--- src/rtl/apb_pkg.sv ---
// rtl/apb_pkg.sv - shared APB widths, arbiter state encoding and sizing helpers
package apb_pkg;

  localparam int ADDR_WIDTH = 32;
  localparam int DATA_WIDTH = 32;
  localparam int ALIGNBITS  = $clog2(DATA_WIDTH / 8);

  typedef enum logic [1:0] {
    IDLE   = 2'd0,
    SETUP  = 2'd1,
    ACCESS = 2'd2
  } arb_state;

  // Counter width able to hold TIMEOUT-1, never narrower than one bit.
  function automatic int timeout_w(input int t);
    return (t <= 1) ? 1 : $clog2(t);
  endfunction

endpackage

--- src/rtl/apb_if.sv ---
// rtl/apb_if.sv - APB bus bundle with requester and completer views
interface apb_if;
  import apb_pkg::*;

  logic                  psel;
  logic                  penable;
  logic                  pwrite;
  logic [ADDR_WIDTH-1:0] paddr;
  logic [DATA_WIDTH-1:0] pwdata;
  logic [DATA_WIDTH-1:0] prdata;
  logic                  pready;
  logic                  pslverr;

  modport requester (
    output psel, penable, paddr, pwrite, pwdata,
    input  prdata, pready, pslverr
  );

  modport completer (
    input  psel, penable, paddr, pwrite, pwdata,
    output prdata, pready, pslverr
  );

endinterface

--- src/rtl/apb_requester_arbiter_rr_arbiter.sv ---
// rtl/apb_requester_arbiter_rr_arbiter.sv - combinational round-robin picker
// Chooses the first unmasked request at or after ptr, wrapping modulo NUM_REQ.
module rr_arbiter #(
  parameter  int NUM_REQ = 4,
  localparam int IDW     = $clog2(NUM_REQ)
) (
  input  logic [NUM_REQ-1:0] req,
  input  logic [IDW-1:0]     ptr,
  input  logic [NUM_REQ-1:0] mask,
  output logic [NUM_REQ-1:0] grant,
  output logic [IDW-1:0]     idx,
  output logic               any
);

  logic [NUM_REQ-1:0] eligible;

  assign eligible = req & ~mask;

  always_comb begin
    int             slot;
    logic [IDW-1:0] j;
    grant = '0;
    idx   = '0;
    any   = 1'b0;
    slot  = 0;
    j     = '0;
    for (int i = 0; i < NUM_REQ; i++) begin
      slot = int'(ptr) + i;
      if (slot >= NUM_REQ) slot = slot - NUM_REQ;
      j = IDW'(slot);
      if (!any && eligible[j]) begin
        any      = 1'b1;
        grant[j] = 1'b1;
        idx      = j;
      end
    end
  end

endmodule

--- src/rtl/apb_requester_arbiter.sv ---
// rtl/apb_requester_arbiter.sv - round-robin APB requester shared by NUM_REQ clients
// Each grant runs SETUP then ACCESS; completion is bounded by a pready timeout.
module apb_requester_arbiter
  import apb_pkg::*;
#(
  parameter  int NUM_REQ = 4,
  parameter  int TIMEOUT = 16,
  localparam int IDW     = $clog2(NUM_REQ)
) (
  input  logic                                pclk,
  input  logic                                presetn,
  input  logic [NUM_REQ-1:0]                  req_valid,
  input  logic [NUM_REQ-1:0]                  req_write,
  input  logic [NUM_REQ-1:0][ADDR_WIDTH-1:0]  req_addr,
  input  logic [NUM_REQ-1:0][DATA_WIDTH-1:0]  req_wdata,
  output logic                                resp_valid,
  output logic [IDW-1:0]                      resp_id,
  output logic [DATA_WIDTH-1:0]               resp_rdata,
  output logic                                resp_err,
  output logic                                resp_timeout,
  apb_if.requester                            apb
);

  localparam int TW = timeout_w(TIMEOUT);

  arb_state              state;
  logic [IDW-1:0]        ptr;
  logic [IDW-1:0]        winner;
  logic [TW-1:0]         cnt;

  logic [NUM_REQ-1:0]    mask;
  logic [NUM_REQ-1:0]    grant;
  logic [IDW-1:0]        sel_idx;
  logic                  sel_any;
  logic [ADDR_WIDTH-1:0] sel_addr;
  logic [DATA_WIDTH-1:0] sel_wdata;
  logic                  sel_write;
  logic                  done;
  logic [IDW-1:0]        next_ptr;

  // The requester being answered this cycle may still hold valid; keep it out.
  always_comb begin
    mask = '0;
    if (resp_valid) mask[resp_id] = 1'b1;
  end

  rr_arbiter #(.NUM_REQ(NUM_REQ)) u_rr (
    .req   (req_valid),
    .ptr   (ptr),
    .mask  (mask),
    .grant (grant),
    .idx   (sel_idx),
    .any   (sel_any)
  );

  always_comb begin
    sel_addr  = '0;
    sel_wdata = '0;
    sel_write = 1'b0;
    for (int i = 0; i < NUM_REQ; i++) begin
      if (grant[i]) begin
        sel_addr  = req_addr[i];
        sel_wdata = req_wdata[i];
        sel_write = req_write[i];
      end
    end
  end

  assign done     = apb.pready || (cnt == TW'(TIMEOUT - 1));
  assign next_ptr = (winner == IDW'(NUM_REQ - 1)) ? '0 : winner + 1'b1;

  always_ff @(posedge pclk or negedge presetn) begin
    if (!presetn) begin
      state        <= IDLE;
      ptr          <= '0;
      winner       <= '0;
      cnt          <= '0;
      apb.psel     <= 1'b0;
      apb.penable  <= 1'b0;
      apb.pwrite   <= 1'b0;
      apb.paddr    <= '0;
      apb.pwdata   <= '0;
      resp_valid   <= 1'b0;
      resp_id      <= '0;
      resp_rdata   <= '0;
      resp_err     <= 1'b0;
      resp_timeout <= 1'b0;
    end else begin
      resp_valid <= 1'b0;
      case (state)
        IDLE: begin
          if (sel_any) begin
            state      <= SETUP;
            winner     <= sel_idx;
            apb.psel   <= 1'b1;
            apb.paddr  <= sel_addr;
            apb.pwrite <= sel_write;
            apb.pwdata <= sel_wdata;
          end
        end
        SETUP: begin
          state       <= ACCESS;
          apb.penable <= 1'b1;
          cnt         <= '0;
        end
        ACCESS: begin
          if (done) begin
            state        <= IDLE;
            apb.psel     <= 1'b0;
            apb.penable  <= 1'b0;
            ptr          <= next_ptr;
            resp_valid   <= 1'b1;
            resp_id      <= winner;
            resp_timeout <= !apb.pready;
            resp_err     <= !apb.pready || apb.pslverr;
            // Read data is only trusted on a clean, non-error read completion.
            resp_rdata   <= (apb.pready && !apb.pslverr && !apb.pwrite) ? apb.prdata : '0;
          end else begin
            cnt <= cnt + 1'b1;
          end
        end
        default: begin
          state       <= IDLE;
          apb.psel    <= 1'b0;
          apb.penable <= 1'b0;
        end
      endcase
    end
  end

endmodule

--- src/flat_wrapper.sv ---
// flat-port wrapper written by rule: the top's interface ports become plain ports
module apb_requester_arbiter_flat import apb_pkg::*;
#(
  parameter  int NUM_REQ = 4,
  parameter  int TIMEOUT = 16,
  localparam int IDW     = $clog2(NUM_REQ)
)
  (pclk, presetn, req_valid, req_write, req_addr, req_wdata, resp_valid, resp_id, resp_rdata, resp_err, resp_timeout, apb_psel, apb_penable, apb_paddr, apb_pwrite, apb_pwdata, apb_prdata, apb_pready, apb_pslverr);
  apb_if apb_i ();
  input  logic pclk;
  input  logic presetn;
  input  logic [NUM_REQ-1:0] req_valid;
  input  logic [NUM_REQ-1:0] req_write;
  input  logic [NUM_REQ-1:0][ADDR_WIDTH-1:0] req_addr;
  input  logic [NUM_REQ-1:0][DATA_WIDTH-1:0] req_wdata;
  output logic resp_valid;
  output logic [IDW-1:0] resp_id;
  output logic [DATA_WIDTH-1:0] resp_rdata;
  output logic resp_err;
  output logic resp_timeout;
  output wire logic [$bits(apb_i.psel)-1:0] apb_psel;
  output wire logic [$bits(apb_i.penable)-1:0] apb_penable;
  output wire logic [$bits(apb_i.paddr)-1:0] apb_paddr;
  output wire logic [$bits(apb_i.pwrite)-1:0] apb_pwrite;
  output wire logic [$bits(apb_i.pwdata)-1:0] apb_pwdata;
  input wire logic [$bits(apb_i.prdata)-1:0] apb_prdata;
  input wire logic [$bits(apb_i.pready)-1:0] apb_pready;
  input wire logic [$bits(apb_i.pslverr)-1:0] apb_pslverr;
  assign apb_psel = apb_i.psel;
  assign apb_penable = apb_i.penable;
  assign apb_paddr = apb_i.paddr;
  assign apb_pwrite = apb_i.pwrite;
  assign apb_pwdata = apb_i.pwdata;
  assign apb_i.prdata = apb_prdata;
  assign apb_i.pready = apb_pready;
  assign apb_i.pslverr = apb_pslverr;
  apb_requester_arbiter #(.NUM_REQ(NUM_REQ), .TIMEOUT(TIMEOUT)) u_core (.pclk(pclk), .presetn(presetn), .req_valid(req_valid), .req_write(req_write), .req_addr(req_addr), .req_wdata(req_wdata), .resp_valid(resp_valid), .resp_id(resp_id), .resp_rdata(resp_rdata), .resp_err(resp_err), .resp_timeout(resp_timeout), .apb(apb_i));
endmodule
--- config.mk ---
export PLATFORM = sky130hd
export DESIGN_NAME = apb_requester_arbiter_flat
export DESIGN_NICKNAME = d
export VERILOG_FILES = /design/src/rtl/apb_pkg.sv /design/src/rtl/apb_if.sv /design/src/rtl/apb_requester_arbiter_rr_arbiter.sv /design/src/rtl/apb_requester_arbiter.sv /design/src/flat_wrapper.sv
export SDC_FILE = /design/constraint.sdc
export NUM_CORES = 1
export LEC_CHECK = 0
export ABC_CLOCK_PERIOD_IN_PS = 6930
export CORE_AREA = 2 2 159 161
export DETAILED_ROUTE_END_ITERATION = 10
export DIE_AREA = 0 0 161 163
export PLACE_DENSITY = 0.72
export SYNTH_ARGS = -nofsm -noshare
export SYNTH_HDL_FRONTEND = slang
export SYNTH_HIERARCHICAL = 1
export SYNTH_SLANG_ARGS = --single-unit
export TNS_END_PERCENT = 20
--- constraint.sdc ---
create_clock -name pclk -period 6.93 [get_ports pclk]
set_clock_uncertainty 0.15 [all_clocks]
set_input_delay 0.693 -clock pclk [delete_from_list [all_inputs] [get_ports pclk]]
set_output_delay 0.693 -clock pclk [all_outputs]
set_load 0.03 [all_outputs]
# Word-level counts from Yosys, hierarchy flattened
# Index checks and enable logic that the tools add are counted.
[word_totals]
out_inout_bits = 104
register_bits = 114
wordCells = 137
inputBits = 300
[op_classes]
order_cmp = 14
addsub = 9
muxes = 60
eq_ne = 7
reduce_logical = 26
n_bitwise = 7
[ops]
columns = ["operator", "n"]
rows = [
  ["two-way mux 32 bit", 9],
  ["two-way mux 4 bit", 6],
  ["two-way mux 2 bit", 11],
  ["two-way mux 1 bit", 21],
  ["less-than comparator 2 x 3 -> 1 bit (second input constant)", 5],
  ["bitwise OR 4 bit", 3],
  ["demux 1 bit (select 2 bit)", 5],
  [">= comparator 2 x 1 -> 1 bit (second input constant)", 5],
  ["logical AND 1 bit", 10],
  ["AND reduction 2 bit", 5],
  [">= comparator 3 bit (second input constant)", 3],
  ["binary-select mux 1 bit (select 2 bit)", 4],
  ["case mux 4 bit (2 select lines)", 1],
  ["subtractor 2 x 1 -> 2 bit (second input constant)", 4],
  ["adder 2 x 2 -> 3 bit (second input constant)", 2],
  ["zero test 1 bit", 6],
  ["case mux 1 bit (3 select lines)", 2],
  ["case mux 2 bit (3 select lines)", 1],
  ["adder 4 x 1 -> 4 bit (second input constant)", 1],
  ["bitwise AND 4 bit", 1],
  ["equality test 2 bit (second input constant)", 2],
  ["equality test 4 bit (second input constant)", 1],
  ["inequality test 2 x 1 -> 1 bit (second input constant)", 2],
  ["NOT 4 bit", 1],
  ["other kinds (10)", 12],
]

# Longest topological paths before layout
# Gate-level depths: netlist of run 1.
[logic_depth]
word_depth = 23
depth_mapped = 13

# Modules after synthesis
# Netlist of run 1, hierarchy kept.
[modules_own_cells]
columns = ["mod", "n_inst", "cells_each", "area_per_inst_um2"]
rows = [
  ["apb_requester_arbiter", 1, 787, 6583.8],
  ["rr_arbiter", 1, 77, 684.4],
]

# Least setup slack after synthesis of run 1
# OpenSTA, ideal clock, no wires.
[synth_path]
kind = "flip-flop to flip-flop"
startpoint = "register u_core.ptr[0]"
endpoint = "register u_core.apb.paddr[0]"
setup_ns = 0.082
required_time_ns = 6.698
synth_period_minus_slack_ns = 3.264
setup_slack_ns = 3.666
path_stages_with_launch = 13
n_path_buf = 3
t_arrival_ns = 3.032
cell_sequence = "dfrtp_1 -> inv_1 -> ha_1 -> buf_2 -> inv_2 -> mux4_2 -> nor2_2 -> a311oi_1 -> buf_6 -> clkbuf_1 -> nand3b_1 -> a221o_1 -> a31oi_1"
[synth_rtl]
columns = ["element", "line_no", "source"]
rows = [
  ["from (decl)", "apb_requester_arbiter.sv:27", "logic [IDW-1:0] ptr;"],
  ["from (signal assigned)", "apb_requester_arbiter.sv:111", "ptr <= next_ptr;"],
  ["parallel branches: the longest is 13 deep, another holds adder 2 x 1 -> 3 bit", "n/a", ""],
  ["two-way mux 4 bit *", "apb_requester_arbiter_rr_arbiter.sv:31", "if (!any && eligible[j]) begin"],
  ["via u_core.grant[1]", "apb_requester_arbiter.sv:32", "logic [NUM_REQ-1:0] grant;"],
  ["two-way mux 32 bit * (3 in a row)", "apb_requester_arbiter.sv:61", "if (grant[i]) begin"],
  ["to (signal assigned)", "apb_requester_arbiter.sv:96", "apb.paddr <= sel_addr;"],
  ["to (decl)", "apb_if.sv:15", "output psel, penable, paddr, pwrite, pwdata,"],
]
# Mark *: on every way through the listed nets, which the timed path passes. The select of a mux whose other input is x is not followed.
# A chain may end at the register's enable or synchronous reset.

# Final worst setup path of run 1
[layout_path]
startpoint = "register u_core.ptr[0]"
endpoint = "register u_core.apb.paddr[20]"
# Same word-level chain as after synthesis.

==> results of run 1 <==
layer usage:
layer  vias to the layer above  part of all wire [%]
met5                         -                     0
met4                         0                   2.3
met3                        41                   7.6
met2                       326                    48
met1                      3771                    42
li1                       3818                     -
flip-flops by register name (all words and copies together) (netlist names):
signal / flops
u_core/resp_err: 1
u_core/apb.psel: 1
u_core/ptr: 2
u_core/apb.paddr: 32
u_core/winner: 2
u_core/resp_timeout: 1
u_core/resp_id: 2
u_core/apb.pwdata: 32
u_core/apb.pwrite: 1
u_core/cnt: 4
u_core/state: 2
u_core/apb.penable: 1
u_core/resp_valid: 1
u_core/resp_rdata: 32
critical path: cells and delay by family (launching register included):
| family | cells | cell delay (ps) |
|---|---|---|
| flops | 1 | 800 |
| mux | 1 | 540 |
| fa+ha+maj | 1 | 490 |
| buf+inv | 3 | 830 |
| simple gates | 2 | 720 |
| compound gates | 3 | 740 |
area by class of cell:
| cell class | count | area, um^2 |
|---|---|---|
| timing repair buffer | 413 | 4120 |
| fill | 2367 | 12500 |
| tap | 330 | 413 |
| multi-input combinational | 597 | 3840 |
| clock inverter | 12 | 180 |
| antenna | 2 | 5.00 |
| clock buffer | 19 | 453 |
| sequential | 114 | 2850 |
| inverter | 72 | 270 |
power groups by stage:
stage,Combinational [uW],Clock (uW),Sequential (uW)
after CTS,4550,971,1200
after global placement,4500,0,1190
final,4530,942,1200
after detailed placement,4540,0,1200
after global routing,4910,1000,1240
after floorplan,2670,0,1670
through the flow:
stage,util [%],setup slack [ps],instances
detailed placement,46.6,2550,1526
finish,49.2,2530,1559
global route,49.2,2230,1557
CTS,49.2,2550,1557
floorplan,-,3670,864
global placement,46.6,2670,1526
synthesized netlist by cell type (4+ instances only):
master / number / area [um^2]
inv_1: 69 / 259
dfrtp_1: 114 / 2850
buf_4: 9 / 67.6
nand2_1: 102 / 383
nand3b_1: 67 / 503
a311oi_1: 4 / 35.0
mux2_1: 5 / 56.3
nand2b_1: 6 / 37.5
o21ai_0: 37 / 185
buf_2: 26 / 130
a31oi_1: 66 / 413
nor3_1: 6 / 30.0
nor2_1: 72 / 270
clkbuf_1: 43 / 161
a21oi_1: 66 / 330
o211ai_1: 6 / 45.0
o21ai_1: 34 / 170
a221o_1: 65 / 651
nand3_1: 5 / 25.0
ha_1: 10 / 125
cells by family after synthesis:
kind of cell / count (synthesis) / share of synthesized area, %
AOI/OAI and AO/OA: 294 / 27.3
adders and majority gates: 10 / 1.72
buffers and inverters: 153 / 9.12
DFF: 114 / 39.2
muxes: 13 / 2.82
and+or+nand+nor: 280 / 19.8
final timing paths:
| check | end | cells after the start | slack [ps] |
|---|---|---|---|
| max in group asynchronous | u_core/apb.paddr[6]$_DFFE_PN0P_ | 2 | 5190 |
| worst min-delay path | u_core/apb.pwdata[5]$_DFFE_PN0P_ | 1 | 260 |
| worst max-delay path | u_core/apb.paddr[20]$_DFFE_PN0P_ | 10 | 2530 |
| min in group pclk | u_core/resp_err$_DFFE_PN0P_ | 1 | 340 |
| worst max register to register | u_core/apb.paddr[20]$_DFFE_PN0P_ | 10 | 2530 |
| worst min register to register | u_core/resp_err$_DFFE_PN0P_ | 1 | 340 |
placed cells by master (no fill, tap or decap), types with 4 or more instances in the layout:
| cell type | Yosys | layout |
|---|---|---|
| a21oi_1 | 66 | 66 |
| a221o_1 | 65 | 65 |
| nand2b_1 | 6 | 6 |
| a311oi_4 | 0 | 4 |
| nor2_1 | 72 | 72 |
| o21ai_1 | 34 | 34 |
| mux2_1 | 5 | 5 |
| a31oi_1 | 66 | 65 |
| clkbuf_16 | 0 | 17 |
| nand2_1 | 102 | 102 |
| dfrtp_1 | 114 | 114 |
| buf_4 | 9 | 10 |
| clkdlybuf4s50_1 | 0 | 402 |
| nand3b_1 | 67 | 67 |
| bufinv_16 | 0 | 4 |
| ha_1 | 10 | 10 |
| inv_1 | 69 | 69 |
| nor3_1 | 6 | 6 |
| o21ai_0 | 37 | 37 |
| o211ai_1 | 6 | 6 |
| nand3_1 | 5 | 5 |
==> flow_summary.toml, run 1 <==
[run_status]
outcome = "completed"

[finish]
fin_area_um2 = 12100
fin_nets = 1525
final_layout_size_suffix_gt1_share_pct = 5.54
syn_to_final_growth_pct = 66.9

[critical_path]
critPathKind = "reg2reg"
slowest_delay_ps = 800
r2r-start = "u_core/ptr[0]$_DFFE_PN0P_"
crit_required_ps = 7110
endpoint_kind = "flop"
critPathArrivalTime_ps = 4580
path_cells = "inv_1 > ha_1 > inv_2 > mux4_2 > nor2_2 > a311oi_4 > buf_4 > nand3b_1 > a221o_1 > a31oi_1"
critPathLaunch = "u_core/ptr[0]$_DFFE_PN0P_"
crit_path_top_delay_cell = "dfrtp_1"
setup.worst_path.start_class = "flop"
critPathMaxFanout = 60

[power_and_ir_drop]
p_leak_uw = 0.00480
max-vdd-ir-drop_mv = 0.510
power.density_nw_per_um2 = 549
p_sw_uw = 3220
pwr-share-comb_pct = 67.9
power_frac_clock_pct = 14.1
p_int_uw = 3450
power.total_uw = 6660
pwr-share-seq_pct = 17.9
swShare_pct = 48.3

[detailed_routing]
dr.pass1.iters = 8
finalWirelength_um = 28300
drc = 0
wl_per_cell_um = 18.2
ant_nets = 0
first_iter_violations = 519
vias = 7956
via_per_inst = 5.10

[run]
cap_viol_max_count = 0

[timing]
min_period_ps = 4400
max_freq_ghz = 0.227
slew_violations = 0
finalSetupTns_ps = 0
relSlewSlack_pct = 13.4
min_period_over_period_pct = 63.5
report.final.hold_viol_count = 0
holdWs_ps = 262
rsz0062_at_grt = "false"
tightest_slew_ps = 1300
setup_violations = 0

[logic_synthesis]
yosysUniqueCellTypes = 54
synth_ff_type = "dfrtp_1"
ys_seq_area_share_pct = 39.2
syn-cell-area_um2 = 7270
synth_warnings = 6
synth_nets = 1174
synthCells = 864
synth-seq-cells = 114
async_reset_ff_share_pct = 100
synth-edff-count = 0
synth_area_per_cell_um2 = 8.41

[global_routing]
met3_usage_pct = 5.98
grt_busiest_layer = "met2"
met2_usage_pct = 34.4
use_met1_pct = 25.9
grt_pass1_vias = 7668
grt.overflow.total = 0
grt_max_degree = 131
track_usage_pct = 20.7
grt_pass1_wl_um = 42800
antenna_found_initial = 1

[floorplanning]
io_pins = 404
die_w_um = 161
die_y_um = 163
dieArea_um2 = 26200
initial_core_util_pct = 29.5
coreArea_um2 = 24700
num_rows = 58

[placement]
placed_cell_area_um2 = 11500
io_buffer_count = 403
gp_congestion = 0.863
place_hpwl_um = 20400

[clocking]
ctsHtreeMaxLevel = 4
cts_tree = "done"
cts_setup_buffers = 0
clockBufferDepth = 2
clk_latency_ps = 400
ctsHoldBuffers = 0
clock-root-buffer = "clkbuf_16"
cts.sinks = 114
path_clk_slew_ps = 60
cts_buffers = 17
cts-resized-gates = 0

[min_path]
min_path_type = "in2async"
Note: power is estimated with default switching activity, not from simulation.
==> run 2, diff against run 1 <==
ABC_CLOCK_PERIOD_IN_PS = 3700   (was 6930)
PLACE_DENSITY = 0.75   (was 0.72)
clock period = 3.7 ns   (was 6.93 ns; I/O delays follow)
==> flow_summary.toml, run 2 (synthesis gave the netlist of run 1 again) <==
[timing]
report.final.hold_viol_count = 4
setup_violations = 0
rsz0062_at_grt = "false"
min_period_ps = 3380
tightest_slew_ps = 1120
fin_ws_ps = 316
slew_violations = 0
max_freq_ghz = 0.295
relSlewSlack_pct = 25.1
finalSetupTns_ps = 0
holdWs_ps = -5.27
min_period_over_period_pct = 91.5

[global_routing]
grt_max_degree = 77
grt_pass1_vias = 7915
grt.overflow.total = 0
grt_pass1_wl_um = 44000
antenna_found_initial = 2
track_usage_pct = 21.5

[placement]
place_ws_ps = 107
gp_congestion = 0.867
io_buffer_count = 403
place_hpwl_um = 21600
dp.cells = 1543

[detailed_routing]
wl_per_cell_um = 18.4
ant_nets = 0
first_iter_violations = 598
finalWirelength_um = 29000
drc = 0
via_per_inst = 5.12
dr.pass1.iters = 8
vias = 8073

[finish]
syn_to_final_growth_pct = 70.0
regArea_um2 = 2850
final_cells = 1577
multi_input_area_um2 = 3850
final_common_cell = "clkdlybuf4s50_1"
final_cell_mix = "402 x clkdlybuf4s50_1, 114 x dfrtp_1, 102 x nand2_1, 72 x nor2_1, 69 x inv_1"
final_layout_size_suffix_gt1_share_pct = 6.83
reg_top3 = "u_core/apb.paddr (32), u_core/apb.pwdata (32), u_core/resp_rdata (32)"
fillCellCount = 2326
fin_nets = 1542

[clocking]
ctsHtreeMaxLevel = 4
clockBufferDepth = 2
clock-root-buffer = "clkbuf_16"
cts_buffers = 17
cts_tree = "done"
path_clk_slew_ps = 60
cts.sinks = 114
clk_latency_ps = 410
cts_setup_buffers = 0

[run_status]
outcome = "finished with violations"
failed_checks = "negative hold slack"

[floorplanning]
num_rows = 58
coreArea_um2 = 24700
die_y_um = 163
dieArea_um2 = 26200
die_w_um = 161
io_pins = 404
initial_core_util_pct = 29.5

[critical_path]
critPathArrivalTime_ps = 3560
crit_path_top_delay_cell = "mux4_2"
path_cells = "inv_2 > ha_1 > inv_2 > mux4_2 > nor3_1 > a311oi_4 > buf_12 > buf_4 > nand3b_1 > a221o_1 > a31oi_1"
critPathKind = "reg2reg"
setup.worst_path.start_class = "flop"
critPathMaxFanout = 23
slowest_delay_ps = 590
ff2ff_setup_slack_ps = 320
endpoint_kind = "flop"
crit_path_frequent_cell = "inv_2"
crit_required_ps = 3870

[power_and_ir_drop]
max-vdd-ir-drop_mv = 0.609
power.density_nw_per_um2 = 1060
p_leak_uw = 0.00491
power.total_uw = 13100

[run]
cap_viol_max_count = 0

[min_path]
min_path_type = "in2async"
run 2: repair_timing:
| action | 4_1_cts | 5_1_grt |
|---|---|---|
| gates resized for setup | 0 | 1 |
| hold buffers | 0 | 0 |
| endpoints found under the setup margin | 0 | 5 |
run 2: cell type report:
| class | instances | area share (%) |
|---|---|---|
| diodes | 2 | 0.0405 |
| multi-input cells | 597 | 31.1 |
| repair buffers | 430 | 35.5 |
| inverters | 72 | 2.19 |
| well taps | 330 | 3.34 |
| flip-flops and latches | 114 | 23.1 |
| clock buffers | 18 | 3.47 |
| clock inverters | 14 | 1.26 |
run 2: path summary, 6_finish.rpt:
| path | end | depth (start not counted) | start |
|---|---|---|---|
| setup / recovery | u_core/apb.paddr[14]$_DFFE_PN0P_ | 11 | u_core/ptr[1]$_DFFE_PN0P_ |
| hold / removal | u_core/apb.pwdata[7]$_DFFE_PN0P_ | 1 | presetn |
| setup reg to reg | u_core/apb.paddr[14]$_DFFE_PN0P_ | 11 | u_core/ptr[1]$_DFFE_PN0P_ |
| hold reg to reg | u_core/resp_err$_DFFE_PN0P_ | 1 | u_core/resp_err$_DFFE_PN0P_ |
| max in group asynchronous | u_core/resp_rdata[18]$_DFFE_PN0P_ | 2 | presetn |
| min in group pclk | u_core/resp_rdata[2]$_DFFE_PN0P_ | 3 | apb_prdata[2] |
run 2: worst max-delay path: cells and delay by family (launching register included):
| kind | cells | cell delay, ps |
|---|---|---|
| and+or+nand+nor | 2 | 550 |
| AOI/OAI and AO/OA | 3 | 580 |
| DFF | 1 | 380 |
| muxes | 1 | 590 |
| adders and majority gates | 1 | 340 |
| buffers and inverters | 4 | 690 |
run 2: per-layer routing:
metal / global-route usage (%) / share of wire (%) / vias to the layer above / wire (um)
met5: 0 / 0 / - / 0
li1: - / - / 3863 / -
met4: 6.74 / 2.1 / 0 / 603
met3: 6.49 / 7.8 / 40 / 2260
met2: 36.8 / 49 / 318 / 14200
met1: 26.0 / 41 / 3852 / 12000
run 2: per-stage QoR:
| step | hold slack [ps] | cell area [um^2] | utilization [%] |
|---|---|---|---|
| floorplan | -75.6 | 7270 | - |
| global placement | 328 | 11800 | 47.7 |
| detailed placement | 347 | 11800 | 47.7 |
| CTS | 45.0 | 12300 | 50.0 |
| global route | 78.2 | 12400 | 50.1 |
| finish | -5.27 | 12400 | 50.1 |
run 2: power breakdown:
part | switching, uW | internal, uW
logic | 5250 | 3950
registers | 364 | 1840
clock network | 644 | 999
==> run 3, diff against run 2 <==
CELL_PAD_IN_SITES_DETAIL_PLACEMENT = 1   (was default)
CELL_PAD_IN_SITES_GLOBAL_PLACEMENT = 2   (was default)
CORE_AREA = default   (was 2 2 159 161)
CORE_UTILIZATION = 19   (was default)
DIE_AREA = default   (was 0 0 161 163)
PLACE_DENSITY = 0.86   (was 0.75)
==> flow_summary.toml, run 3 (synthesis gave the netlist of run 1 again) <==
[finish]
final_cell_mix = "402 x clkdlybuf4s50_1, 114 x dfrtp_1, 102 x nand2_1, 72 x nor2_1, 69 x inv_1"
final_layout_size_suffix_gt1_share_pct = 7.56
fin_nets = 1553
fin_area_um2 = 12700
reg_top3 = "u_core/apb.paddr (32), u_core/apb.pwdata (32), u_core/resp_rdata (32)"
syn_to_final_growth_pct = 75.3
final_common_cell = "clkdlybuf4s50_1"

[power_and_ir_drop]
p_leak_uw = 0.00497
power.total_uw = 13600
power.density_nw_per_um2 = 1070
max-vdd-ir-drop_mv = 0.468

[clocking]
cts_buffers = 17
clk_latency_ps = 430
ctsHoldBuffers = 1
clock-root-buffer = "clkbuf_16"
cts_tree = "done"
path_clk_slew_ps = 70
ctsHtreeMaxLevel = 4
cts_setup_buffers = 0
cts-resized-gates = 0
cts.sinks = 114
clockBufferDepth = 2

[timing]
holdWs_ps = 322
rsz0062_at_grt = "false"
min_period_over_period_pct = 95.3
fin_ws_ps = 175
report.final.hold_viol_count = 0
relSlewSlack_pct = 57.7
finalSetupTns_ps = 0
slew_violations = 0
setup_violations = 0
min_period_ps = 3520
max_freq_ghz = 0.284
tightest_slew_ps = 633

[critical_path]
endpoint_kind = "flop"
r2r_end = "u_core/apb.paddr[18]$_DFFE_PN0P_"
ff2ff_path_depth = 11
endpoint = "u_core/apb.paddr[18]$_DFFE_PN0P_"
r2r-start = "u_core/ptr[1]$_DFFE_PN0P_"
critPathMaxFanout = 52
critPathLaunch = "u_core/ptr[1]$_DFFE_PN0P_"
ff2ff_setup_slack_ps = 180
setup.worst_path.start_class = "flop"
critPathArrivalTime_ps = 3730
crit_required_ps = 3910
critPathKind = "reg2reg"

[global_routing]
grt_max_degree = 72
track_usage_pct = 17.3
grt_pass1_vias = 8684
grt_pass1_wl_um = 51200
antenna_found_initial = 4
grt.overflow.total = 0

[run_status]
outcome = "completed"

[floorplanning]
die_w_um = 198
coreArea_um2 = 37700
io_pins = 404
dieArea_um2 = 39000
die_y_um = 198
num_rows = 71
initial_core_util_pct = 19.3

[detailed_routing]
dr.pass1.iters = 5
drc = 0
vias = 8228
first_iter_violations = 377
via_per_inst = 4.65
ant_nets = 0
wl_per_cell_um = 19.2
finalWirelength_um = 34000

[placement]
place_ws_ps = 223
io_buffer_count = 403
place_hpwl_um = 25500
gp_congestion = 0.872
placed_cell_area_um2 = 12100

[min_path]
min_path_type = "in2async"

[run]
cap_viol_max_count = 0
[run 3: through the flow]
| stage | utilization [%] | std cells |
|---|---|---|
| 2_1_floorplan | - | 864 |
| 3_3_place_gp | 32.2 | 1734 |
| 3_5_place_dp | 32.2 | 1734 |
| 4_1_cts | 33.8 | 1767 |
| 5_1_grt | 33.8 | 1767 |
| 6_report | 33.8 | 1768 |
[run 3: how the worst min path moves through the flow]
| stage | from | end | slack [ps] | cells past startpoint |
|---|---|---|---|---|
| floorplan | presetn | u_core/apb.paddr[0]$_DFFE_PN0P_ | -80 | 0 |
| global placement | presetn | u_core/apb.pwdata[5]$_DFFE_PN0P_ | 200 | 1 |
| detailed placement | presetn | u_core/apb.pwdata[1]$_DFFE_PN0P_ | 200 | 1 |
| CTS | apb_prdata[4] | u_core/resp_rdata[4]$_DFFE_PN0P_ | 300 | 3 |
| global route | apb_prdata[0] | u_core/resp_rdata[0]$_DFFE_PN0P_ | 320 | 3 |
| finish | presetn | u_core/apb.pwdata[4]$_DFFE_PN0P_ | 320 | 2 |
[run 3: critical path: stages (launching register included)]
cell,delay [ps]
dfrtp_1,390
inv_2,160
ha_1,360
inv_2,160
mux4_2,600
nor3_1,380
a311oi_4,100
buf_12,200
buf_12,210
nand3b_1,200
a221o_1,330
a31oi_1,160
[run 3: layer usage]
layer / vias to the layer above / GRT usage (%) / share of wire [%]
met5: - / 0 / 0.047
met4: 4 / 7.41 / 3.5
met3: 65 / 5.31 / 7.5
met2: 301 / 27.9 / 46
met1: 3973 / 21.3 / 43
li1: 3885 / - / -
[run 3: area by class of cell]
| cell class | count | area (um^2) |
|---|---|---|
| flip-flops and latches | 114 | 2850 |
| inverters | 72 | 270 |
| multi-input cells | 597 | 3840 |
| well taps | 511 | 639 |
| fillers | 4415 | 24900 |
| clock inverters | 12 | 133 |
| repair buffers | 441 | 4550 |
| diodes | 1 | 2.50 |
| clock buffers | 20 | 457 |
[run 3: where the power goes]
group          internal, uW  switching (uW)
clock network          1030             661
registers              1840             371
logic                  4170            5510
